## src/rtl/recolor_pkg.sv

```systemverilog
// Shared types and the per-requester replacement colour table for the recolor controller.
package recolor_pkg;

  typedef logic [7:0] rgb_t;

  typedef enum logic [1:0] {
    IDLE = 2'd0,
    ON   = 2'd1,
    OFF  = 2'd2,
    GAP  = 2'd3
  } state_t;

  localparam int NUM_REQ_MAX = 4;

  // Index order matches requester priority: red, yellow, green, blue.
  localparam rgb_t TO_COLOR [NUM_REQ_MAX] = '{8'hE0, 8'hFC, 8'h1C, 8'h03};

  function automatic int max3(input int a, input int b, input int c);
    int m;
    m = (a > b) ? a : b;
    return (m > c) ? m : c;
  endfunction

  function automatic rgb_t to_color(input int idx);
    return (idx < NUM_REQ_MAX) ? TO_COLOR[idx] : 8'h00;
  endfunction

endpackage

```

## src/rtl/recolor_controller_prio_arbiter.sv

```systemverilog
// Fixed-priority grant encoder: the lowest set bit of i_pending wins.
module prio_arbiter
  import recolor_pkg::*;
#(
  parameter int N  = 4,
  parameter int IW = (N > 1) ? $clog2(N) : 1
) (
  input  logic [N-1:0]  i_pending,
  output logic          o_valid,
  output logic [IW-1:0] o_index
);

  always_comb begin
    o_valid = 1'b0;
    o_index = '0;
    // Scan downward so the last hit is the lowest index.
    for (int i = N - 1; i >= 0; i--) begin
      if (i_pending[i]) begin
        o_valid = 1'b1;
        o_index = IW'(i);
      end
    end
  end

endmodule

```

## src/rtl/recolor_controller.sv

```systemverilog
// Timed blinking recolor sequencer for the pixel pipeline; frame-counted, fixed-priority requesters.
// Optional preemption of a lower-priority effect is built when RECOLOR_PREEMPT_EN is defined.
module recolor_controller
  import recolor_pkg::*;
#(
  parameter int   NUM_REQ         = 4,
  parameter int   BLINK_FRAMES    = 8,
  parameter int   DURATION_FRAMES = 64,
  parameter int   GAP_FRAMES      = 4,
  parameter rgb_t CHANGE_FROM     = 8'hFF
) (
  input  logic                       clk,
  input  logic                       resetN,
  input  logic                       startOfFrame,
  input  logic [NUM_REQ-1:0]         req,
  output logic                       enable,
  output logic [7:0]                 change_from,
  output logic [7:0]                 change_to,
  output logic [$clog2(NUM_REQ)-1:0] active_id,
  output logic                       busy,
  output logic                       done
);

  localparam int IW = $clog2(NUM_REQ);
  localparam int CW = $clog2(max3(DURATION_FRAMES, BLINK_FRAMES, GAP_FRAMES) + 1);
  localparam logic [CW-1:0] DUR_LAST   = CW'(DURATION_FRAMES - 1);
  localparam logic [CW-1:0] BLINK_LAST = CW'(BLINK_FRAMES - 1);
  localparam logic [CW-1:0] GAP_LAST   = (GAP_FRAMES == 0) ? '0 : CW'(GAP_FRAMES - 1);

  if (DURATION_FRAMES == 0 || BLINK_FRAMES == 0) begin : g_bad_frames
    $error("recolor_controller: DURATION_FRAMES and BLINK_FRAMES must be non-zero");
  end
  if (NUM_REQ < 2 || NUM_REQ > NUM_REQ_MAX) begin : g_bad_num_req
    $error("recolor_controller: NUM_REQ must be within 2..NUM_REQ_MAX");
  end

  state_t             r_state, w_state_nx;
  logic [NUM_REQ-1:0] r_pending, w_pending_nx;
  logic [CW-1:0]      r_dur_cnt, r_blink_cnt, r_gap_cnt;
  logic [CW-1:0]      w_dur_nx, w_blink_nx, w_gap_nx;
  logic               r_enable, r_busy, r_done;
  rgb_t               r_change_from, r_change_to;
  logic [IW-1:0]      r_active_id;

  logic               w_arb_valid;
  logic [IW-1:0]      w_arb_idx;
  logic               w_run, w_retrig, w_preempt, w_grant, w_done_nx;
  logic [NUM_REQ-1:0] w_act_mask, w_grant_mask;

  prio_arbiter #(.N(NUM_REQ), .IW(IW)) u_arb (
    .i_pending (r_pending),
    .o_valid   (w_arb_valid),
    .o_index   (w_arb_idx)
  );

  assign w_run    = (r_state == ON) || (r_state == OFF);
  assign w_retrig = w_run && req[r_active_id];

`ifdef RECOLOR_PREEMPT_EN
  assign w_preempt = w_run && w_arb_valid && (w_arb_idx < r_active_id);
`else
  assign w_preempt = 1'b0;
`endif

  always_comb begin
    w_state_nx = r_state;
    w_dur_nx   = r_dur_cnt;
    w_blink_nx = r_blink_cnt;
    w_gap_nx   = r_gap_cnt;
    w_grant    = 1'b0;
    w_done_nx  = 1'b0;
    case (r_state)
      IDLE: w_grant = w_arb_valid;
      ON, OFF: begin
        if (w_preempt) begin
          w_grant = 1'b1;
        end else if (w_retrig) begin
          w_dur_nx   = '0;
          w_blink_nx = '0;
        end else if (startOfFrame) begin
          // Duration expiry outranks a blink toggle on the same frame.
          if (r_dur_cnt == DUR_LAST) begin
            w_state_nx = GAP;
            w_done_nx  = 1'b1;
            w_dur_nx   = '0;
            w_blink_nx = '0;
            w_gap_nx   = '0;
          end else begin
            w_dur_nx = r_dur_cnt + 1'b1;
            if (r_blink_cnt == BLINK_LAST) begin
              w_blink_nx = '0;
              w_state_nx = (r_state == ON) ? OFF : ON;
            end else begin
              w_blink_nx = r_blink_cnt + 1'b1;
            end
          end
        end
      end
      GAP: begin
        if (GAP_FRAMES == 0) begin
          w_state_nx = IDLE;
        end else if (startOfFrame) begin
          if (r_gap_cnt == GAP_LAST) begin
            w_state_nx = IDLE;
            w_gap_nx   = '0;
          end else begin
            w_gap_nx = r_gap_cnt + 1'b1;
          end
        end
      end
      default: w_state_nx = IDLE;
    endcase
    if (w_grant) begin
      w_state_nx = ON;
      w_dur_nx   = '0;
      w_blink_nx = '0;
      w_gap_nx   = '0;
    end
  end

  always_comb begin
    w_act_mask   = '0;
    w_grant_mask = '0;
    for (int i = 0; i < NUM_REQ; i++) begin
      w_act_mask[i]   = (r_active_id == IW'(i));
      w_grant_mask[i] = w_grant && (w_arb_idx == IW'(i));
    end
  end

  // A req for the running id is a retrigger, not a new pending entry; a preempted id re-queues.
  assign w_pending_nx = (r_pending
                         | (req & ~(w_run ? w_act_mask : '0))
                         | (w_preempt ? w_act_mask : '0))
                        & ~w_grant_mask;

  always_ff @(posedge clk or negedge resetN) begin
    if (!resetN) begin
      r_state       <= IDLE;
      r_pending     <= '0;
      r_dur_cnt     <= '0;
      r_blink_cnt   <= '0;
      r_gap_cnt     <= '0;
      r_enable      <= 1'b0;
      r_busy        <= 1'b0;
      r_done        <= 1'b0;
      r_change_from <= '0;
      r_change_to   <= '0;
      r_active_id   <= '0;
    end else begin
      r_state     <= w_state_nx;
      r_pending   <= w_pending_nx;
      r_dur_cnt   <= w_dur_nx;
      r_blink_cnt <= w_blink_nx;
      r_gap_cnt   <= w_gap_nx;
      r_enable    <= (w_state_nx == ON);
      r_busy      <= (w_state_nx != IDLE);
      r_done      <= w_done_nx;
      if (w_grant) begin
        r_active_id   <= w_arb_idx;
        r_change_from <= CHANGE_FROM;
        r_change_to   <= to_color(int'(w_arb_idx));
      end
    end
  end

  assign enable      = r_enable;
  assign busy        = r_busy;
  assign done        = r_done;
  assign change_from = r_change_from;
  assign change_to   = r_change_to;
  assign active_id   = r_active_id;

endmodule

```

## config.mk

```make
export PLATFORM = sky130hd
export DESIGN_NAME = recolor_controller
export DESIGN_NICKNAME = d
export VERILOG_FILES = /design/src/rtl/recolor_pkg.sv /design/src/rtl/recolor_controller_prio_arbiter.sv /design/src/rtl/recolor_controller.sv
export SDC_FILE = /design/constraint.sdc
export NUM_CORES = 1
export LEC_CHECK = 0
export CAP_MARGIN = 20
export CORE_UTILIZATION = 55
export DETAILED_ROUTE_END_ITERATION = 8
export PLACE_DENSITY = 0.82
export SYNTH_ARGS = -nofsm -noshare
export SYNTH_HDL_FRONTEND = slang
export SYNTH_SLANG_ARGS = --single-unit
```

## constraint.sdc

```tcl
create_clock -name clk -period 2.5 [get_ports clk]
set_input_delay 0.25 -clock clk [delete_from_list [all_inputs] [get_ports clk]]
set_output_delay 0.25 -clock clk [all_outputs]
set_load 0.1 [all_outputs]
```

# Word level (Yosys, flattened, before mapping)
# Cells that the tools add are included.
# word_totals
wordCells	101
out_inout_bits	21
inputBits	7
reg_bits	41
# op_classes
addsub	3
eq_ne	17
n_bitwise	6
n_mux	46
n_reduce_logical	16
order_cmp	2
# op_table
op	n
two-way mux 7 bit	17
>= comparator 32 x 3 -> 1 bit (second input constant)	1
inverter 2 -> 32 bit	1
two-way mux 2 bit	12
adder 7 x 1 -> 7 bit (second input constant)	3
binary-select mux 8 bit (select 2 bit)	1
two-way mux 8 bit	2
case mux 7 bit (2 select lines)	1
equality test 2 bit (second input constant)	6
!= test 3 bit (second input constant)	4
two-way mux 1 bit	10
bitwise AND 4 bit	2
equality test 2 x 1 -> 1 bit (second input constant)	4
inverter 4 bit	2
equality test 7 x 2 -> 1 bit (second input constant)	1
equality test 7 x 3 -> 1 bit (second input constant)	1
equality test 7 x 6 -> 1 bit (second input constant)	1
logical NOT 2 bit	3
nonzero test 3 bit	2
logical AND 1 bit	5
AND reduction 5 bit	1
two-way mux 4 bit	1
bitwise OR 4 bit	1
case mux 2 bit (2 select lines)	1
6 further kinds	7

# Logic depth before layout (Yosys ltp)
# depth
word_depth	9
ltp_mapped	9
depth_no_buf	8

# By module
# A second synthesis with hierarchy kept.
# unflattened
cells_unflattened	230
hier_area_um2	2139.6
# modules_own_cells
module	area_each_um2	n_inst	cells_per_inst	seq_area_each_um2
recolor_controller	2104.5	1	223	900.9
prio_arbiter	35.0	1	7	0.0

# Worst setup path before layout
# Ideal clock, no wire load.
# synth_path
path_type	register -> register
start	register r_active_id[0] (netlist: active_id[0])
end	register r_gap_cnt[6]
path_stages_with_launch	5
required_ns	2.390
period_less_slack_ns	2.591
arrival_ns	2.481
n_path_buf	0
setup_ns	0.110
setup_slack_ns	-0.091
cell_sequence	dfrtp_1 mux4_2 o41ai_4 nand2_1 o41ai_1
# synth_via
elab_chain_len	5
# synth_rtl
element	line_no	text
start, declared	recolor_controller.sv:43	logic [IW-1:0] r_active_id;
start signal, assigned	recolor_controller.sv:159	r_active_id <= w_arb_idx;
binary-select mux 1 bit (select 2 bit)	recolor_controller.sv:57	assign w_retrig = w_run && req[r_active_id];
two-way mux 1 bit (not written as such)	recolor_controller.sv:57	
logical AND 1 bit	recolor_controller.sv:57	
!= test 3 bit (no source line)	n/a	
AND reduction 5 bit (no source line)	n/a	
end signal, assigned	recolor_controller.sv:154	r_gap_cnt <= w_gap_nx;
end, declared	recolor_controller.sv:39	logic [CW-1:0] r_dur_cnt, r_blink_cnt, r_gap_cnt;
# No other way between the ends. The select of a mux whose other input is x is not followed.
# A chain may end at the register's enable or synchronous reset.

# Final worst setup path
# layout_path
start	register r_gap_cnt[0]
end	register r_busy (netlist: busy)
# layout_via
elab_chain_len	6
# layout_rtl
element	line_no	text
equality test 7 x 2 -> 1 bit	recolor_controller.sv:103	if (r_gap_cnt == GAP_LAST) begin
two-way mux 2 bit	recolor_controller.sv:103	
two-way mux 2 bit	recolor_controller.sv:102	end else if (startOfFrame) begin
case mux 2 bit (2 select lines)	recolor_controller.sv:72	case (r_state)
two-way mux 2 bit	recolor_controller.sv:113	if (w_grant) begin
nonzero test 2 bit	recolor_controller.sv:156	r_busy <= (w_state_nx != IDLE);
end signal, assigned	recolor_controller.sv:156	
end, declared	recolor_controller.sv:41	logic r_enable, r_busy, r_done;
# No other way between the ends.

==> flow_metrics.env <==
export IMPL_rsz0062_at_grt="no"
export IMPL_maxSlewHeadroom_pct=63.0
export IMPL_synthTopCellsByArea="dfrtp_1, nand2_1, ha_1"
export IMPL_maxSlewViolCount=0
export IMPL_initial_core_util_pct=57.9
export IMPL_syn_instance_count=232
export IMPL_tightest_slew_ps=541
export IMPL_coreArea_mm2=0.00372
export IMPL_crit_required_ps=2660
export IMPL_fmax_mhz=442
export IMPL_cpMaxStageDelayCell="or4b_1"
export IMPL_diodes=0
export IMPL_post_route_period_util_pct=90.4
export IMPL_postCtsSetupRepairBufs=1
export IMPL_critical_path_top_delay_family="simple AND/OR/NAND/NOR gates"
export IMPL_antenna_found_initial=0
export IMPL_layout_nets=273
export IMPL_cts_buffers=5
export IMPL_port_buffers=27
export IMPL_htreeDepth=2
export IMPL_drtIter0Drc=96
export IMPL_netlist_area_mm2=0.00215
export IMPL_clkTransAtPathRegs_ps=70
export IMPL_cts_root_buf="clkbuf_8"
export IMPL_grt_pass1_wl_um=7390
export IMPL_dpl_hpwl_um=3150
export IMPL_cp_depth=6
export IMPL_maxCapViolCount=0
export IMPL_dieArea_mm2=0.00417
export IMPL_synthArstFlopShare_pct=100
export IMPL_clock_sinks=36
export IMPL_routed_via_count=1787
export IMPL_ys_types=48
export IMPL_yosys_warnings=0
export IMPL_start_kind="flip-flop"
export IMPL_die_y_um=64.6
export IMPL_ys_dominant_reg_cell="dfrtp_1"
export IMPL_p_leak_nw=1.17
export IMPL_yosys_area_top_type="dfrtp_1"
export IMPL_tns_ps=0
export IMPL_min_path_type="in -> async"
export IMPL_path_max_fanout=4
export IMPL_gp_congestion=0.876
export IMPL_drc_errors=0
export IMPL_clk_path_buf_depth=2
export IMPL_num_fill_cells=303
export IMPL_synth_top_area_share_pct=41.9
export IMPL_crit_chain="ha_1, or4b_1, or4b_1, a31o_2, o22ai_2, nand2_1"
export IMPL_status="finished, final reports clean"
export IMPL_post_cts_resized=0
export IMPL_grt_max_degree=37
export IMPL_grt_usage_pct=23.1
export IMPL_ys_seq_elements=36
export IMPL_synth_edf_count=0
export IMPL_postRouteAntennaNets=0
export IMPL_max_stage_delay_ps=510
export IMPL_setup_violations=0
export IMPL_die_w_um=64.6
export IMPL_arrival_ps=2420
export IMPL_wirelength_um=4470
export IMPL_finalHoldViolations=0
export IMPL_yosys_top_cells_count="dfrtp_1, nand2_1, o21ai_0"
export IMPL_avgSynthCellArea_um2=9.28
export IMPL_cp_num_buf_inv=0
export IMPL_viasPerCell=5.86
export IMPL_powerDensity_mw_per_mm2=1190
export IMPL_vdd_drop_max_mv=0.783
export IMPL_clock_latency_ps=280
export IMPL_crit_path_end_kind="flip-flop"
export IMPL_finClkSkew_ps=8.57
export IMPL_rows=22
export IMPL_grt_overflow=0
export IMPL_ctsHoldBuffers=0
export IMPL_hold_worst_slack_ps=390
export IMPL_wire_per_inst_um=14.7
export IMPL_post_route_min_period_ps=2260
export IMPL_dr_pass1_iters=4
export IMPL_crit_type="reg -> reg"
export IMPL_synth_nets=249
export IMPL_cts_tree="built"
export IMPL_drive_above_1_share_pct=19.8
export IMPL_ioPinCount=28
export IMPL_ys_seq_area_share_pct=41.9
export IMPL_crit_top_cell="or4b_1"
export IMPL_area_growth_pct=14.8
export IMPL_worstRegToRegCells=6
export IMPL_grt_pass1_vias=1558
[metal layers]
| layer | share of wire, % | vias to the layer above | track usage (%) |
|---|---|---|---|
| met5 | 0 | - | 0 |
| met4 | 1.3 | 0 | 6.67 |
| met3 | 5.5 | 7 | 4.23 |
| met2 | 45 | 53 | 36.7 |
| met1 | 48 | 848 | 32.2 |
| li1 | - | 879 | - |
[layout by cell type, fill, tap and decap left out, drive strengths merged, types with 6 or more instances in the layout]
master,instances
nand2,36
dfrtp,36
buf,29
o21ai,23
nand3,16
inv,11
ha,10
clkbuf,8
nor2,7
and3,6
o31ai,6
clkdlybuf4s50,6
nor3,6
[report_power, final]
| group | total (mW) | internal [mW] | switching [mW] | leakage (nW) |
|---|---|---|---|---|
| clock | 0.416 | 0.225 | 0.192 | 0.0455 |
| sequential | 0.832 | 0.700 | 0.132 | 0.461 |
| combinational | 1.70 | 0.463 | 1.24 | 0.667 |
[area by class of cell]
| cell class | count | area, um^2 | area share [%] |
|---|---|---|---|
| well taps | 48 | 60.1 | 2.43 |
| repair buffers | 35 | 278 | 11.2 |
| multi-input cells | 167 | 1100 | 44.4 |
| flip-flops and latches | 36 | 903 | 36.6 |
| inverters | 11 | 41.3 | 1.67 |
| clock buffers | 8 | 90.1 | 3.65 |
[sequential cells by signal (all words and copies together), names as in the netlist]
signal / flops
r_blink_cnt: 7
r_dur_cnt: 7
r_gap_cnt: 7
r_pending: 4
change_to: 3
active_id: 2
r_state: 2
busy: 1
change_from: 1
done: 1
enable: 1
[logic make-up (layout without fill, tap and decap cells)]
group	count (synthesis)	in the layout	synth area share (%)
simple gates	94	94	22.3
flops	36	36	41.9
fa+ha+maj	10	10	5.81
mux	3	3	1.98
compound gates	60	60	20.9
buf+inv	29	54	7.15
[worst paths after layout]
kind / start / end / slack, ps
worst min register to register: r_blink_cnt[1]$_DFFE_PN0P_ / r_blink_cnt[1]$_DFFE_PN0P_ / 500
worst max register to register: r_gap_cnt[0]$_DFFE_PN0P_ / busy$_DFF_PN0_ / 240
max in group asynchronous: resetN / active_id[0]$_DFFE_PN0P_ / 1770
worst min-delay path: resetN / r_blink_cnt[6]$_DFFE_PN0P_ / 390
worst max-delay path: r_gap_cnt[0]$_DFFE_PN0P_ / busy$_DFF_PN0_ / 240
min in group clk: r_blink_cnt[1]$_DFFE_PN0P_ / r_blink_cnt[1]$_DFFE_PN0P_ / 500
[stage by stage]
step / worst slack [ps] / instance area [um^2] / power (mW) / util [%] / cells
floorplan: 182 / 2150 / 2.17 / - / 232
global placement: 39.3 / 2370 / 2.50 / 63.8 / 296
detailed placement: -66.7 / 2370 / 2.52 / 63.8 / 296
CTS: 228 / 2470 / 2.96 / 66.5 / 305
global route: 99.0 / 2470 / 3.12 / 66.5 / 305
finish: 240 / 2470 / 2.95 / 66.5 / 305
[worst reg2reg max path, cell delays in order (launching register included)]
cell,delay [ps]
dfrtp_1,390
ha_1,220
or4b_1,460
or4b_1,510
a31o_2,270
o22ai_2,230
nand2_1,70
Note: power is estimated with default switching activity, not from simulation.
